## src/rtl/mem_move_core.sv

```systemverilog
// Load/store micro-sequencer: executes one instruction at a time against a small register file.
// Optional MEM_TIMEOUT_EN build adds a mem_ack watchdog that halts with error code 4.
module mem_move_core #(
    parameter int unsigned WORDWIDTH = 16,
    parameter int unsigned ADDRWIDTH = 16,
    parameter int unsigned REGNUM    = 4,
    parameter int unsigned REGIDXW   = 2,
    parameter int unsigned FIELDW    = 16,
    parameter int unsigned MEMDEPTH  = 65536,
    parameter int unsigned TIMEOUT   = 255
) (
    input  logic                        clk,
    input  logic                        reset,
    input  logic [3+REGIDXW+FIELDW-1:0] instr,
    input  logic                        instr_valid,
    output logic                        instr_ready,
    output logic                        instr_done,
    output logic [WORDWIDTH-1:0]        data_out,
    output logic                        mem_req,
    output logic                        mem_we,
    output logic [ADDRWIDTH-1:0]        mem_addr,
    output logic [WORDWIDTH-1:0]        mem_wdata,
    input  logic                        mem_ack,
    input  logic [WORDWIDTH-1:0]        mem_rdata,
    output logic [2:0]                  err_code
);
    localparam int unsigned IW = 3 + REGIDXW + FIELDW;

    localparam logic [2:0] OP_LD  = 3'd0;
    localparam logic [2:0] OP_ST  = 3'd1;
    localparam logic [2:0] OP_LI  = 3'd2;
    localparam logic [2:0] OP_SI  = 3'd3;
    localparam logic [2:0] OP_MV  = 3'd4;
    localparam logic [2:0] OP_OUT = 3'd5;

    localparam logic [2:0] ERR_NONE  = 3'd0;
    localparam logic [2:0] ERR_OP    = 3'd1;
    localparam logic [2:0] ERR_ADDR  = 3'd2;
    localparam logic [2:0] ERR_REG   = 3'd3;
    localparam logic [2:0] ERR_TOUT  = 3'd4;

    if (REGNUM < 2 || REGNUM > 16 || (1 << REGIDXW) < REGNUM ||
        FIELDW < WORDWIDTH || FIELDW < ADDRWIDTH || TIMEOUT < 1) begin : g_bad_params
        $error("mem_move_core: inconsistent parameters");
    end

    typedef enum logic [1:0] {IDLE, MEM, HALT} state_t;

    state_t                 state, state_n;
    logic                   ready_q, ready_n;
    logic                   done_q, done_n;
    logic [WORDWIDTH-1:0]   dout_q, dout_n;
    logic                   req_q, req_n;
    logic                   we_q, we_n;
    logic [ADDRWIDTH-1:0]   addr_q, addr_n;
    logic [WORDWIDTH-1:0]   wdata_q, wdata_n;
    logic [2:0]             err_q, err_n;
    logic                   pend_ld, pend_ld_n;
    logic [REGIDXW-1:0]     pend_dst, pend_dst_n;

    logic [WORDWIDTH-1:0]   regs [REGNUM];
    logic                   rf_we;
    logic [REGIDXW-1:0]     rf_idx;
    logic [WORDWIDTH-1:0]   rf_wdata;

`ifdef MEM_TIMEOUT_EN
    localparam int unsigned CNTW = $clog2(TIMEOUT + 1);
    logic [CNTW-1:0]        cnt, cnt_n;
`endif

    logic [2:0]             op;
    logic [REGIDXW-1:0]     dst;
    logic [FIELDW-1:0]      src;
    logic [REGIDXW-1:0]     src_idx;
    logic [WORDWIDTH-1:0]   dst_val;
    logic [WORDWIDTH-1:0]   src_val;
    logic                   is_mem;
    logic [ADDRWIDTH-1:0]   addr_sel;
    logic [2:0]             chk_err;

    assign op      = instr[IW-1 -: 3];
    assign dst     = instr[FIELDW +: REGIDXW];
    assign src     = instr[FIELDW-1:0];
    assign src_idx = src[REGIDXW-1:0];
    assign dst_val = regs[dst];
    assign src_val = regs[src_idx];
    assign is_mem  = (op == OP_LD) || (op == OP_ST) || (op == OP_SI);
    assign addr_sel = (op == OP_SI) ? ADDRWIDTH'(dst_val) : ADDRWIDTH'(src);

    // Accept-time fault checks, first match wins
    always_comb begin
        chk_err = ERR_NONE;
        if (op > OP_OUT) begin
            chk_err = ERR_OP;
        end else if (32'(dst) >= REGNUM || (op == OP_MV && 32'(src_idx) >= REGNUM)) begin
            chk_err = ERR_REG;
        end else if (is_mem && 32'(addr_sel) >= MEMDEPTH) begin
            chk_err = ERR_ADDR;
        end
    end

    always_comb begin
        state_n    = state;
        ready_n    = ready_q;
        done_n     = 1'b0;
        dout_n     = dout_q;
        req_n      = req_q;
        we_n       = we_q;
        addr_n     = addr_q;
        wdata_n    = wdata_q;
        err_n      = err_q;
        pend_ld_n  = pend_ld;
        pend_dst_n = pend_dst;
        rf_we      = 1'b0;
        rf_idx     = dst;
        rf_wdata   = '0;
`ifdef MEM_TIMEOUT_EN
        cnt_n      = cnt;
`endif
        case (state)
            IDLE: begin
                if (instr_valid && ready_q) begin
                    if (chk_err != ERR_NONE) begin
                        err_n   = chk_err;
                        ready_n = 1'b0;
                        state_n = HALT;
                    end else begin
                        case (op)
                            OP_LI: begin
                                rf_we    = 1'b1;
                                rf_wdata = WORDWIDTH'(src);
                                done_n   = 1'b1;
                            end
                            OP_MV: begin
                                rf_we    = 1'b1;
                                rf_wdata = src_val;
                                done_n   = 1'b1;
                            end
                            OP_OUT: begin
                                dout_n = dst_val;
                                done_n = 1'b1;
                            end
                            default: begin
                                req_n      = 1'b1;
                                we_n       = (op != OP_LD);
                                addr_n     = addr_sel;
                                wdata_n    = (op == OP_SI) ? WORDWIDTH'(src) : dst_val;
                                pend_ld_n  = (op == OP_LD);
                                pend_dst_n = dst;
                                ready_n    = 1'b0;
                                state_n    = MEM;
`ifdef MEM_TIMEOUT_EN
                                cnt_n      = '0;
`endif
                            end
                        endcase
                    end
                end
            end
            MEM: begin
                if (mem_ack) begin
                    req_n   = 1'b0;
                    ready_n = 1'b1;
                    done_n  = 1'b1;
                    state_n = IDLE;
                    if (pend_ld) begin
                        rf_we    = 1'b1;
                        rf_idx   = pend_dst;
                        rf_wdata = mem_rdata;
                    end
`ifdef MEM_TIMEOUT_EN
                end else if (cnt == CNTW'(TIMEOUT - 1)) begin
                    req_n   = 1'b0;
                    err_n   = ERR_TOUT;
                    state_n = HALT;
                end else begin
                    cnt_n = cnt + CNTW'(1);
`endif
                end
            end
            HALT: begin
                ready_n = 1'b0;
            end
            default: begin
                state_n = IDLE;
            end
        endcase
    end

    always_ff @(posedge clk) begin
        if (reset) begin
            state    <= IDLE;
            ready_q  <= 1'b1;
            done_q   <= 1'b0;
            dout_q   <= '0;
            req_q    <= 1'b0;
            we_q     <= 1'b0;
            addr_q   <= '0;
            wdata_q  <= '0;
            err_q    <= ERR_NONE;
            pend_ld  <= 1'b0;
            pend_dst <= '0;
`ifdef MEM_TIMEOUT_EN
            cnt      <= '0;
`endif
        end else begin
            state    <= state_n;
            ready_q  <= ready_n;
            done_q   <= done_n;
            dout_q   <= dout_n;
            req_q    <= req_n;
            we_q     <= we_n;
            addr_q   <= addr_n;
            wdata_q  <= wdata_n;
            err_q    <= err_n;
            pend_ld  <= pend_ld_n;
            pend_dst <= pend_dst_n;
`ifdef MEM_TIMEOUT_EN
            cnt      <= cnt_n;
`endif
        end
    end

    // Register file; writes come only from the FSM decode above
    always_ff @(posedge clk) begin
        if (reset) begin
            for (int i = 0; i < int'(REGNUM); i++) begin
                regs[i] <= '0;
            end
        end else if (rf_we) begin
            regs[rf_idx] <= rf_wdata;
        end
    end

    assign instr_ready = ready_q;
    assign instr_done  = done_q;
    assign data_out    = dout_q;
    assign mem_req     = req_q;
    assign mem_we      = we_q;
    assign mem_addr    = addr_q;
    assign mem_wdata   = wdata_q;
    assign err_code    = err_q;

endmodule

```

## config.mk

```make
export PLATFORM = sky130hd
export DESIGN_NAME = mem_move_core
export DESIGN_NICKNAME = d
export VERILOG_FILES = /design/src/rtl/mem_move_core.sv
export SDC_FILE = /design/constraint.sdc
export NUM_CORES = 1
export LEC_CHECK = 0
export ABC_AREA = 0
export ABC_CLOCK_PERIOD_IN_PS = 2000
export CAP_MARGIN = 20
export CORE_ASPECT_RATIO = 0.75
export CORE_MARGIN = 3
export CORE_UTILIZATION = 40
export DETAILED_ROUTE_END_ITERATION = 8
export GPL_TIMING_DRIVEN = 0
export PLACE_DENSITY_LB_ADDON = 0.3
export SETUP_SLACK_MARGIN = 0.2
export SYNTH_ARGS = -nofsm -noshare
export SYNTH_HDL_FRONTEND = slang
export SYNTH_SLANG_ARGS = --single-unit
```

## constraint.sdc

```tcl
create_clock -name clk -period 2 [get_ports clk]
set_input_delay 0.3 -clock clk [delete_from_list [all_inputs] [get_ports clk]]
set_output_delay 0.3 -clock clk [all_outputs]
set_load 0.02 [all_outputs]
```

==> key figures, run 1 <==
Outcome
  • Status: complete, no violations

Synthesis
  • Synth Area in Compound Gates: 0.1344
  • Post-Synth Adder-Cell Area: 0
  • Mux share of post-synthesis cell area: 0.1344
  • Simple-gate portion of the synthesized area: 0.1633
  • Post-synth top flop: edfxtp_1
  • Asr flop ratio synth: 0
  • Post-Synth XOR/XNOR Area: 0.001436
  • Yosys reg bits: 122
  • Seq/Total Area, Yosys: 0.5054
  • Ys Warns: 0
  • Avg Inst Size Synth: 11.40 µm²
  • Number of synthesized flops with an enable pin: 64
  • Cell variety after synth: 49
  • Largest family of logic cells by synthesized area: simple AND/OR/NAND/NOR gates
  • Syn Std Cell Area: 6100 µm²
  • Syn Inst Count: 535

Min path
  • Hold Path Class: in -> reg

Timing
  • Clock skew: 0.008393 ns
  • Final setup fails: 0
  • Worst Tran Pin Value: 0.6817 ns
  • RSZ-0062 raised after global routing: true
  • Slew Limit Fails: 0
  • Max Clock Freq: 505.6 MHz
  • Min Tclk post-route: 1.978 ns
  • Slew Limit Headroom: 0.5455
  • WHS: 0.2365 ns
  • Fin crit share: 0.9890
  • Final hold vios: 0

Global route
  • Initial antenna violation count: 0
  • Vias in the first global route: 4920
  • Largest net degree at the start of global routing: 17
  • Tot GR Track Use: 0.2161
  • First-pass GRT wire length: 27400 µm
  • Total grt overflow: 0

Power
  • Peak supply drop: 0.5664 mV
  • Pleak: 2.985 nW
  • Cell Pwr Density: 826.0 nW/µm²

CTS
  • H-tree depth: 4
  • Clk Latency, worst-skew pair: 0.41 ns
  • Clock buffer depth: 2
  • CTS buffer count: 17
  • Root buf cell: clkbuf_16
  • Clk slew on worst S/H paths: 0.06 ns
  • CTS tree: done
  • Clk sink count: 122

Setup path
  • Data arrival, critical path: 2.09 ns
  • Delay of the slowest critical-path stage: 0.36 ns
  • CP endpoint kind: flip-flop
  • Crit Path Class: reg -> reg
  • Required @ worst endpoint: 2.11 ns
  • CP Cell Sequence: buf_6 > and4b_4 > buf_12 > mux2i_4 > nand4b_4 > nand2b_4
  • Crit-path leading delay family: simple AND/OR/NAND/NOR gates
  • Slowest CP cell: and4b_4
  • Crit path max fanout: 8
  • CP Launch Type: flip-flop
  • WP buf/inv: 2

Routing
  • Detailed route wirelength on metal2: 8977 µm
  • Wire length on met1: 7759 µm
  • Max layer used: met4
  • Via density: 5.603
  • Final WL: 18680 µm
  • Drc violations: 0
  • DR WL/cell: 21.35 µm
  • Routed vias: 4903
  • Met3 wire len: 1736 µm
  • 1st-iter DRT viols: 477
  • Drt pass-1 iters: 5
  • Post-route ant nets: 0

Final layout
  • Final instance count without filler cells: 875
  • Area growth syn-to-layout: 35.30%
  • Most frequent cells in the layout: nand2_1, nor2_1, clkdlybuf4s50_1
  • Antenna diodes: 0
  • Commonest non-fill, non-tap cell in the layout: nand2_1
  • Layout cell share with drive strength beyond 1: 0.2489
  • Final nets: 703

Placed design
  • Dpl cells: 823
  • PortBufs: 87
  • Post-DP HPWL: 12550 µm
  • Final RePlAce weighted congestion: 0.8780

Floorplan
  • Die Wd: 148.6 µm
  • DIE AREA: 16780 µm²
  • Row count: 38
  • Core Area: 14690 µm²
  • Die span in y: 112.9 µm
  • Starting density of the core: 0.4152
  • I/O Pins: 96

Job
  • Max Cap Viol: 0
cell families after synthesis:
group	after synthesis
buf+inv	53
xor+xnor	1
compound gates	95
other cells	1
simple gates	225
flops	122
mux	38
where the power goes:
| group | switching (W) | total [W] | internal, W |
|---|---|---|---|
| logic | 0.000570 | 0.00104 | 0.000469 |
| registers | 0.0000801 | 0.00284 | 0.00276 |
| clock network | 0.00112 | 0.00294 | 0.00182 |
| total | 0.00177 | 0.00682 | 0.00505 |
cell usage after synthesis (all sizes together) (2+ instances only):
library cell  instances  share of area
nor2                103          0.064
nand2                97          0.060
edfxtp               64           0.32
dfxtp                58           0.19
buf                  38          0.049
a311oi               32          0.046
mux4                 32           0.12
a21oi                22          0.018
a22o                 16          0.023
a22oi                16          0.033
clkbuf               12         0.0094
nand2b                5         0.0051
mux2i                 4          0.011
nor3                  4         0.0033
inv                   3         0.0018
nand4b                3          0.012
nor2b                 3         0.0035
a31o                  2         0.0029
a32oi                 2         0.0029
mux2                  2         0.0043
nor3b                 2         0.0025
o21a                  2         0.0025
flip-flops by register name, indices dropped and copies added (netlist names):
| signal | flops |
|---|---|
| mem_wdata | 16 |
| pend_dst | 2 |
| err_code | 1 |
| mem_we | 1 |
| instr_ready | 1 |
| instr_done | 1 |
| state | 2 |
| mem_addr | 16 |
| mem_req | 1 |
| data_out | 16 |
| regs | 64 |
| pend_ld | 1 |
final timing paths:
check | startpoint | endpoint | slack (ns) | cells past startpoint
hold reg to reg | data_out[15]$_SDFFE_PP0P_ | data_out[15]$_SDFFE_PP0P_ | 0.45 | 2
hold / removal | instr[19] | err_code[0]$_SDFFE_PP0P_ | 0.24 | 3
setup / recovery | state[1]$_SDFFE_PP0P_ | regs[0][10]$_SDFFCE_PN0P_ | 0.02 | 6
setup reg to reg | state[1]$_SDFFE_PP0P_ | regs[0][10]$_SDFFCE_PN0P_ | 0.02 | 6
layer usage:
metal	vias up	global-route usage
met2	235	0.3505
met1	2416	0.2863
met4	0	0.04615
met3	22	0.07006
met5	-	0
li1	2230	-
worst reg2reg max path, cell delays in order, from the launching register on:
cell and delay, ns:
dfxtp_2 0.32, buf_6 0.11, and4b_4 0.36, buf_12 0.13
mux2i_4 0.29, nand4b_4 0.23, nand2b_4 0.23
timing repair:
action / in CTS / in global routing
buffers inserted: 13 / 4
resized for setup: 10 / 41
pin swaps: 2 / 10
gates cloned: 1 / 2
setup endpoints to repair: 112 / 156
hold buffers: 0 / 0
layout make-up:
class | instances | area [µm²]
multi-input cells | 362 | 2821
fillers | 1244 | 6439
flip-flops and latches | 122 | 3085
clock inverters | 12 | 126.4
inverters | 3 | 11.26
clock buffers | 20 | 436.7
repair buffers | 106 | 1130
plain buffers | 50 | 391.6
well taps | 200 | 250.2
metrics by stage:
step	cell area (µm²)	setup WS (ns)	TNS (ns)	utilization	power [W]
after floorplan	6136	0.1289	0	-	0.003448
after global placement	7257	-0.5233	-52.48	0.4940	0.003827
after detailed placement	7257	-0.5424	-56.93	0.4940	0.003850
after CTS	8018	0.05112	0	0.5457	0.006774
after global routing	8253	-0.01191	-0.1834	0.5617	0.007017
final	8253	0.02203	0	0.5617	0.006817
(Power assumes the default switching activity.)
==> inputs of run 2 (changes only) <==
--- a/config.mk
+++ b/config.mk
@@ -10,11 +10,12 @@
 export CAP_MARGIN = 20
 export CORE_ASPECT_RATIO = 0.75
 export CORE_MARGIN = 3
-export CORE_UTILIZATION = 40
+export CORE_UTILIZATION = 30
 export DETAILED_ROUTE_END_ITERATION = 8
 export GPL_TIMING_DRIVEN = 0
 export PLACE_DENSITY_LB_ADDON = 0.3
 export SETUP_SLACK_MARGIN = 0.2
+export SKIP_LAST_GASP = 1
 export SYNTH_ARGS = -nofsm -noshare
 export SYNTH_HDL_FRONTEND = slang
 export SYNTH_SLANG_ARGS = --single-unit
==> run 2 against run 1 <==
Effect of this change: register-to-register slack lost 0.02 ns; core utilization is 12 points lower; critical endpoint is now regs[1][12]$_SDFFCE_PN0P_; non-clock buffer count grew 15; power rose by 3.8%; fmax decreased by 0.94%; setup slack worse by 0.019 ns; worst hold slack improved by 0.0066 ns; sequential power about the same.
==> key figures, run 2 (same netlist as run 1, synthesis figures left out) <==
Min path
  • Hold Path Class: in -> reg

Setup path
  • CP Launch Type: flip-flop
  • Required @ worst endpoint: 2.14 ns (+0.03 ns)
  • Crit path max fanout: 7 (-1)
  • Reg-to-reg endpoint: regs[1][12]$_SDFFCE_PN0P_
  • Most frequent cell on the critical path: buf_12
  • FF-to-FF path depth: 8 (+2)
  • Data arrival, critical path: 2.14 ns (+0.05 ns)
  • Crit Path Class: reg -> reg
  • Delay of the slowest critical-path stage: 0.34 ns (-0.02 ns)
  • Slowest CP cell: and4b_4
  • Worst setup path end: regs[1][12]$_SDFFCE_PN0P_
  • Worst R2R Setup Slack: 0.003 ns (-0.02 ns)
  • CP endpoint kind: flip-flop
  • Setup crit start: state[1]$_SDFFE_PP0P_
  • Worst R2R Start: state[1]$_SDFFE_PP0P_
  • CP Cell Sequence: buf_6 > and4b_4 > buf_12 > mux2i_4 > nand4b_4 > nand2b_4 > buf_12 > buf_12

Final layout
  • Layout cell share with drive strength beyond 1: 0.2758 (+0.02687)
  • Largest reg by FF count: regs
  • Antenna diodes: 0 (unchanged)
  • Design area: 8618 µm² (+4.4%)
  • Final instance count without filler cells: 942 (+7.7%)
  • Most frequent cells in the layout: nand2_1, clkdlybuf4s50_1, nor2_1
  • Core Util, Final: 0.4385 (-0.1232)
  • Commonest non-fill, non-tap cell in the layout: nand2_1
  • Final nets: 717 (+2.0%)
  • Max reg flops: 64 (unchanged)
  • Area growth syn-to-layout: 41.29%

Timing
  • Fin crit share: 0.9984 (+0.009426)
  • Final setup fails: 0 (unchanged)
  • Worst Tran Pin Value: 0.6597 ns (-0.02196 ns)
  • Slew Limit Headroom: 0.5602 (+0.01464)
  • Clock skew: 0.008710 ns (+0.0003169 ns)
  • RSZ-0062 raised after global routing: true
  • Max Clock Freq: 500.8 MHz (-0.94%)
  • Min Tclk post-route: 1.997 ns (+0.01885 ns)
  • Slew Limit Fails: 0 (unchanged)
  • Final hold vios: 0 (unchanged)

Power
  • Pint: 0.005306 W (+5.1%)
  • Sequential share of power: 0.401 (-0.015)
  • Peak supply drop: 0.5828 mV (+2.9%)
  • Cell Pwr Density: 821.0 nW/µm² (-0.60%)
  • Combinational Power Share: 0.158 (+0.006)
  • Sw Ratio: 0.2501 (-0.009280)
  • Clock Power Share: 0.441 (+0.009)
  • Pleak: 3.140 nW (+5.2%)
  • Sw Pwr: 0.001770 W (about the same)

Placed design
  • Final RePlAce weighted congestion: 0.8280 (-5.7%)
  • Dpl cells: 876 (+6.4%)
  • Post-DP HPWL: 13300 µm (+5.9%)
  • PortBufs: 87 (unchanged)
  • Placed inst area: 7323 µm² (+0.91%)

Routing
  • Drt pass-1 iters: 5 (unchanged)
  • 1st-iter DRT viols: 468 (-1.9%)
  • Routed vias: 5008 (+2.1%)
  • Via density: 5.316 (-5.1%)
  • Post-route ant nets: 0 (unchanged)
  • Drc violations: 0 (unchanged)
  • Final WL: 19770 µm (+5.8%)
  • DR WL/cell: 20.98 µm (-1.7%)

Global route
  • Initial antenna violation count: 0 (unchanged)
  • First-pass GRT wire length: 29010 µm (+5.9%)
  • Largest net degree at the start of global routing: 17 (unchanged)
  • Tot GR Track Use: 0.1774 (-0.03869)
  • Vias in the first global route: 4957 (+0.75%)
  • Total grt overflow: 0 (unchanged)

Floorplan
  • I/O Pins: 96 (unchanged)
  • Row count: 44 (+16%)
  • Die span in y: 129.5 µm (+15%)
  • Core Area: 19650 µm² (+34%)
  • DIE AREA: 22100 µm² (+32%)
  • Starting density of the core: 0.3104 (-0.1048)
  • Die Wd: 170.7 µm (+15%)

CTS
  • Clock buffer depth: 2 (unchanged)
  • CTS buffer count: 17 (unchanged)
  • Clk Latency, worst-skew pair: 0.42 ns (about the same)
  • CTS tree: done
  • Clk sink count: 122 (unchanged)
  • Post-CTS Hold Buffers: 0 (unchanged)
  • H-tree depth: 4 (unchanged)
  • Root buf cell: clkbuf_16
  • Clk slew on worst S/H paths: 0.06 ns (about the same)

Job
  • Max Cap Viol: 0 (unchanged)

Outcome
  • Status: complete, no violations
run 2: changes by cell type in the layout (fill, tap and decap cells not counted), sizes merged:
cell           previous run  this run
clkbuf                   33        38
dlymetal6s2s              3         2
clkdlybuf4s50            83        84
inv                       3         4
clkinv                    8         3
clkinvlp                  2         0
buf                      56        71
nand2b                    6         5
bufinv                    2         3
run 2: worst min path at each step:
stage | from | endpoint | slack [ns] | depth (start not counted)
3_5_place_dp | data_out[13]$_SDFFE_PP0P_ | data_out[13]$_SDFFE_PP0P_ | 0.45 | 2
2_1_floorplan | instr[2] | mem_addr[2]$_SDFFE_PP0P_ | 0.46 | 2
4_1_cts | instr[19] | err_code[0]$_SDFFE_PP0P_ | 0.23 | 3
3_3_place_gp | data_out[1]$_SDFFE_PP0P_ | data_out[1]$_SDFFE_PP0P_ | 0.45 | 2
6_report | instr[19] | err_code[0]$_SDFFE_PP0P_ | 0.24 | 3
5_1_grt | instr[19] | err_code[0]$_SDFFE_PP0P_ | 0.27 | 3
run 2: worst max-delay path, delay by kind of cell, from the launching register on:
family        cells  cell delay [ns]
simple gates      3             0.64
flops             1             0.31
buf+inv           4             0.47
mux               1             0.28
run 2: cell type report:
type	instances	area (µm²)
clock buffers	25	475.5
repair buffers	121	1319
flip-flops and latches	122	3085
fillers	1784	11040
clock inverters	7	115.1
multi-input cells	361	2861
plain buffers	50	434.2
well taps	253	316.6
inverters	3	11.26
run 2: power by group through the flow:
stage                     Sequential, W  Combinational (W)  Clock (W)
after CTS                       0.00283            0.00105    0.00315
after detailed placement        0.00288           0.000978          0
final                           0.00284            0.00112    0.00312
after floorplan                 0.00294           0.000510          0
after global placement          0.00288           0.000964          0
after global routing            0.00285            0.00119    0.00327
run 2: stage by stage:
stage / hold WS (ns) / setup TNS, ns / setup WS (ns) / total power, W
6_report: 0.2430 / 0 / 0.003180 / 0.007076
5_1_grt: 0.2707 / -0.9902 / -0.05086 / 0.007307
4_1_cts: 0.2305 / 0 / 0.02271 / 0.007036
3_5_place_dp: 0.4522 / -60.49 / -0.5708 / 0.003862
3_3_place_gp: 0.4457 / -54.88 / -0.5390 / 0.003841
2_1_floorplan: 0.4625 / 0 / 0.1289 / 0.003448
run 2: metal layers:
metal  GRT usage  part of all wire
met2      0.2862              0.49
met3     0.04697             0.081
met5           0                 0
met1      0.2301              0.41
met4     0.06676             0.020
run 2: what timing repair did:
action	CTS	global route
gates resized for setup	32	49
endpoints found under the setup margin	121	174
pin swaps	5	12
gates cloned	2	3
setup buffers	23	6
